<file path="src/rtl/hs_pkg.sv">
// Shared definitions for the valid/ready register slice: mode selectors and
// the state encoding of the two-entry (full) slice.
package hs_pkg;

    localparam int HS_MODE_BYPASS = 0;
    localparam int HS_MODE_FWD    = 1;
    localparam int HS_MODE_BWD    = 2;
    localparam int HS_MODE_FULL   = 3;

    typedef enum logic [1:0] {
        ST_EMPTY = 2'd0,
        ST_ONE   = 2'd1,
        ST_FULL  = 2'd2
    } buf_state_t;

endpackage

</file>
<file path="src/rtl/hs_skid_buf.sv">
// Single-entry skid register: a valid flag plus a payload word. Load has
// priority over drain; the payload is only meaningful while vld is set.
module hs_skid_buf
    import hs_pkg::*;
#(
    parameter int DATA_W = 8
) (
    input  logic              clk,
    input  logic              rst,
    input  logic              load,
    input  logic              drain,
    input  logic [DATA_W-1:0] d,
    output logic              vld,
    output logic [DATA_W-1:0] q
);

    always_ff @(posedge clk or posedge rst) begin
        if (rst) begin
            vld <= 1'b0;
        end else if (load) begin
            vld <= 1'b1;
        end else if (drain) begin
            vld <= 1'b0;
        end
    end

    always_ff @(posedge clk) begin
        if (load) begin
            q <= d;
        end
    end

endmodule

</file>
<file path="src/rtl/hs_reg_slice.sv">
// Valid/ready register slice for one point-to-point channel: bypass, forward
// register, backward (skid) register or fully registered two-entry buffer.
module hs_reg_slice
    import hs_pkg::*;
#(
    parameter int DATA_W = 8,
    parameter int MODE   = HS_MODE_FULL,
    parameter int CNT_W  = 3
) (
    input  logic              sys_clk,
    input  logic              sys_rst,
    input  logic              s_valid,
    output logic              s_ready,
    input  logic [DATA_W-1:0] s_data,
    output logic              m_valid,
    input  logic              m_ready,
    output logic [DATA_W-1:0] m_data,
    output logic [CNT_W-1:0]  beat_cnt
);

    generate
        if (MODE == HS_MODE_BYPASS) begin : g_bypass
            assign m_valid = s_valid;
            assign m_data  = s_data;
            assign s_ready = m_ready;
        end else if (MODE == HS_MODE_FWD) begin : g_fwd
            logic              live;
            logic              vld_p1;
            logic [DATA_W-1:0] data_p1;

            // live keeps s_ready low until the first edge after reset release
            assign s_ready = live && (!vld_p1 || m_ready);
            assign m_valid = vld_p1;
            assign m_data  = data_p1;

            always_ff @(posedge sys_clk or posedge sys_rst) begin
                if (sys_rst) begin
                    live    <= 1'b0;
                    vld_p1  <= 1'b0;
                    data_p1 <= '0;
                end else begin
                    live <= 1'b1;
                    if (s_ready) begin
                        vld_p1 <= s_valid;
                        if (s_valid) begin
                            data_p1 <= s_data;
                        end
                    end
                end
            end
        end else if (MODE == HS_MODE_BWD) begin : g_bwd
            logic              rdy_p1;
            logic              skid_vld;
            logic              skid_load;
            logic              skid_vld_nxt;
            logic [DATA_W-1:0] skid_data;

            assign skid_load    = s_valid && rdy_p1 && !m_ready;
            assign skid_vld_nxt = skid_load || (skid_vld && !m_ready);

            hs_skid_buf #(.DATA_W(DATA_W)) u_skid (
                .clk   (sys_clk),
                .rst   (sys_rst),
                .load  (skid_load),
                .drain (m_ready),
                .d     (s_data),
                .vld   (skid_vld),
                .q     (skid_data)
            );

            always_ff @(posedge sys_clk or posedge sys_rst) begin
                if (sys_rst) begin
                    rdy_p1 <= 1'b0;
                end else begin
                    rdy_p1 <= !skid_vld_nxt;
                end
            end

            // Gating the pass-through with rdy_p1 keeps the output quiet while
            // the slice is still refusing beats after reset.
            assign s_ready = rdy_p1;
            assign m_valid = skid_vld || (s_valid && rdy_p1);
            assign m_data  = skid_vld ? skid_data : (rdy_p1 ? s_data : '0);
        end else begin : g_full
            buf_state_t        state;
            buf_state_t        state_nxt;
            logic              rdy_p1;
            logic [DATA_W-1:0] data_p1;
            logic              in_fire;
            logic              out_load;
            logic              out_from_skid;
            logic              skid_load;
            logic              skid_drain;
            logic              skid_vld;
            logic [DATA_W-1:0] skid_data;

            assign in_fire = s_valid && rdy_p1;

            always_comb begin
                state_nxt     = state;
                out_load      = 1'b0;
                out_from_skid = 1'b0;
                skid_load     = 1'b0;
                skid_drain    = 1'b0;
                case (state)
                    ST_EMPTY: begin
                        if (in_fire) begin
                            state_nxt = ST_ONE;
                            out_load  = 1'b1;
                        end
                    end
                    ST_ONE: begin
                        if (in_fire && m_ready) begin
                            out_load = 1'b1;
                        end else if (in_fire) begin
                            state_nxt = ST_FULL;
                            skid_load = 1'b1;
                        end else if (m_ready) begin
                            state_nxt = ST_EMPTY;
                        end
                    end
                    ST_FULL: begin
                        if (m_ready) begin
                            state_nxt     = ST_ONE;
                            out_load      = 1'b1;
                            out_from_skid = 1'b1;
                            skid_drain    = 1'b1;
                        end
                    end
                    default: state_nxt = ST_EMPTY;
                endcase
            end

            hs_skid_buf #(.DATA_W(DATA_W)) u_skid (
                .clk   (sys_clk),
                .rst   (sys_rst),
                .load  (skid_load),
                .drain (skid_drain),
                .d     (s_data),
                .vld   (skid_vld),
                .q     (skid_data)
            );

            always_ff @(posedge sys_clk or posedge sys_rst) begin
                if (sys_rst) begin
                    state   <= ST_EMPTY;
                    rdy_p1  <= 1'b0;
                    data_p1 <= '0;
                end else begin
                    state  <= state_nxt;
                    rdy_p1 <= (state_nxt != ST_FULL);
                    if (out_load) begin
                        data_p1 <= out_from_skid ? skid_data : s_data;
                    end
                end
            end

            assign s_ready = rdy_p1;
            assign m_valid = (state != ST_EMPTY);
            assign m_data  = data_p1;
        end
    endgenerate

    always_ff @(posedge sys_clk or posedge sys_rst) begin
        if (sys_rst) begin
            beat_cnt <= '0;
        end else if (m_valid && m_ready) begin
            beat_cnt <= beat_cnt + 1'b1;
        end
    end

endmodule
</file>
<file path="config.mk">
export PLATFORM = sky130hd
export DESIGN_NAME = hs_reg_slice
export DESIGN_NICKNAME = d
export VERILOG_FILES = /design/src/rtl/hs_pkg.sv /design/src/rtl/hs_skid_buf.sv /design/src/rtl/hs_reg_slice.sv
export SDC_FILE = /design/constraint.sdc
export NUM_CORES = 1
export LEC_CHECK = 0
export ABC_AREA = 0
export CAP_MARGIN = 40
export CELL_PAD_IN_SITES_DETAIL_PLACEMENT = 0
export CELL_PAD_IN_SITES_GLOBAL_PLACEMENT = 1
export CORE_MARGIN = 2
export CORE_UTILIZATION = 34
export CTS_CLUSTER_DIAMETER = 120
export DETAILED_ROUTE_END_ITERATION = 7
export HOLD_SLACK_MARGIN = 0.1
export MAX_ROUTING_LAYER = met4
export PLACE_DENSITY = 0.76
export SLEW_MARGIN = 40
export SYNTH_ARGS = -nofsm -noshare
export SYNTH_HDL_FRONTEND = slang
export SYNTH_HIERARCHICAL = 1
export SYNTH_SLANG_ARGS = --single-unit
</file>
<file path="constraint.sdc">
create_clock -name sys_clk -period 1.5 [get_ports sys_clk]
set_input_delay 0.45 -clock sys_clk [delete_from_list [all_inputs] [get_ports sys_clk]]
set_output_delay 0.45 -clock sys_clk [all_outputs]
set_load 0.02 [all_outputs]
</file>
==> results.cfg <==
[final_layout]
fin_nets = 117
fillers = 246
num_antenna_cells = 0
final_core_util_pct = 52.4
postLayoutCellArea_um2 = 1320
syn2layout_area_growth_pct = 44.6
drive_above_1_share_pct = 27.2
multi_input_area_um2 = 298
ff_latch_area_um2 = 591

[critical_path]
critPathArrivalTime_ns = 1.08
endpoint_kind = primary output
reg2regPathDepth = 4
start_kind = flop
cp.required_ns = 1.05
crit_type = reg2out
reg2reg_slack_ns = 0.16
r2r-start = g_full.state[1]$_DFF_PP0_
cp_max_fo = 2
worst_r2r_endpoint = m_data[6]$_DFFE_PP0P_

[timing]
max_slew_margin_pct = 86.0
finalSetupViolations = 1
slew_viol_final = 0
finalHoldViolCount = 0
skew_ns = 0.00364
fin_ws_ns = -0.0308
timing.hold.ws_ns = 0.417
timing.fmax_mhz = 653
fin_crit_sh_pct = 102
finalCriticalPeriod_ns = 1.53
rsz0062_at_grt = yes
worstMarginPinSlew_ns = 0.210

[run_status]
outcome = finished, violations left
violations = setup timing

[clock_tree]
clock_sinks = 22
numCtsBuffers = 3
cts.htree.levels = 1
cts-root-buf = clkbuf_4
holdBufCountCts = 0
clk_latency_ns = 0.30
clk_pin_slew_ns = 0.12
ctsResizeCount = 19
cts_buffer_depth = 2
post_cts_buffers = 0
cts_tree = done

[grt]
use_met3_pct = 2.33
track_usage_pct = 13.6
grt_pass1_wl_um = 3130
grt_max_degree = 15
busiest_layer = met2
use_met1_pct = 18.1
overflow = 0
met2_usage_pct = 19.9
grt_pass1_vias = 668
antenna_found_initial = 0

[route]
vias_per_cell = 4.87
vias = 648
wl_um = 1800
wl_per_cell_um = 13.6
drt-pass1-iter-count = 2
drtIter0Drc = 15
ant_nets = 0
drc = 0

[power_and_ir_drop]
leakage_nw = 0.543
power_per_cell_area_nw_per_um2 = 1900
ir_drop_uv = 1110

[synthesis]
syn_area_per_cell_um2 = 14.5
syn-num-nets = 76
synthCells = 63
synth_warnings = 6
syn-cell-area_um2 = 915

[place]
pre_cts_slack_ns = -0.299
place_congestion = 0.712
dp_hpwl_um = 1420
dpl_cell_area_um2 = 1280
numPortBuffers = 24

[floorplan]
coreArea_um2 = 2520
ios = 25
die_area_um2 = 3120
die_w_um = 55.9
num_rows = 18
dieHeight_um = 55.9
initial_utilization_pct = 36.3

[worst_hold_path]
holdCritPathClass = in2async

[flow_run]
maxCapViolations = 0
==> flip-flops by register name, indices dropped and copies added, names as in the netlist <==
register / cells
g_full.u_skid/q: 8
m_data: 8
beat_cnt: 3
g_full.state: 2
s_ready: 1
==> worst max path at each step <==
stage,slack [ns],endpoint,cells after the start,start
floorplan,0.0006,g_full.u_skid/q[0]$_DFFE_PP_,3,s_ready$_DFF_PP0_
global placement,-0.26,m_data[4]$_DFFE_PP0P_,5,m_ready
detailed placement,-0.30,m_data[6]$_DFFE_PP0P_,5,m_ready
CTS,-0.13,m_valid,2,g_full.state[1]$_DFF_PP0_
global route,-0.07,m_valid,2,g_full.state[1]$_DFF_PP0_
finish,-0.03,m_valid,2,g_full.state[1]$_DFF_PP0_
==> power breakdown <==
group / internal [mW] / total [mW] / leakage [nW] / switching (mW)
Clock: 0.270 / 0.447 / 0.0279 / 0.177
Sequential: 0.826 / 0.933 / 0.231 / 0.106
Combinational: 0.574 / 1.13 / 0.284 / 0.553
Total: 1.67 / 2.51 / 0.543 / 0.836
==> cell usage in the layout, fill, tap and decap left out, types with 2 or more instances in the layout <==
master	n
clkbuf_4	3
o22ai_1	2
dfrtp_1	14
nand2b_1	2
o32a_1	8
buf_4	15
clkbuf_2	4
inv_1	2
clkdlybuf4s50_1	10
clkdlybuf4s15_1	8
edfxtp_1	8
nand2_1	2
xnor2_1	2
o21a_1	8
==> final cells by class <==
type	instances	share of cell area, %
Clock inverter	1	2.27
Sequential cell	22	44.7
Clock buffer	3	1.70
Inverter	2	0.568
Timing Repair Buffer	39	25.4
Tap cell	30	2.84
Multi-Input combinational cell	36	22.5
==> metal layers <==
metal	part of all wire, %	vias up	wire length, µm
met5	0	-	0
met4	1.6	0	29
met3	2.2	2	39
met2	47	8	852
met1	49	316	883
li1	-	322	-
==> critical path: stages (launching register included) <==
cell and delay (ns):
dfrtp_1 0.39, or2_4 0.26, buf_6 0.13
==> through the flow <==
stage	cells	TNS (ns)	total power, mW
floorplan	63	0	1.57
global placement	129	-4.45	2.16
detailed placement	129	-5.00	2.17
CTS	133	-0.128	2.50
global route	133	-0.0740	2.67
finish	133	-0.0308	2.51
(Power assumes the default switching activity.)
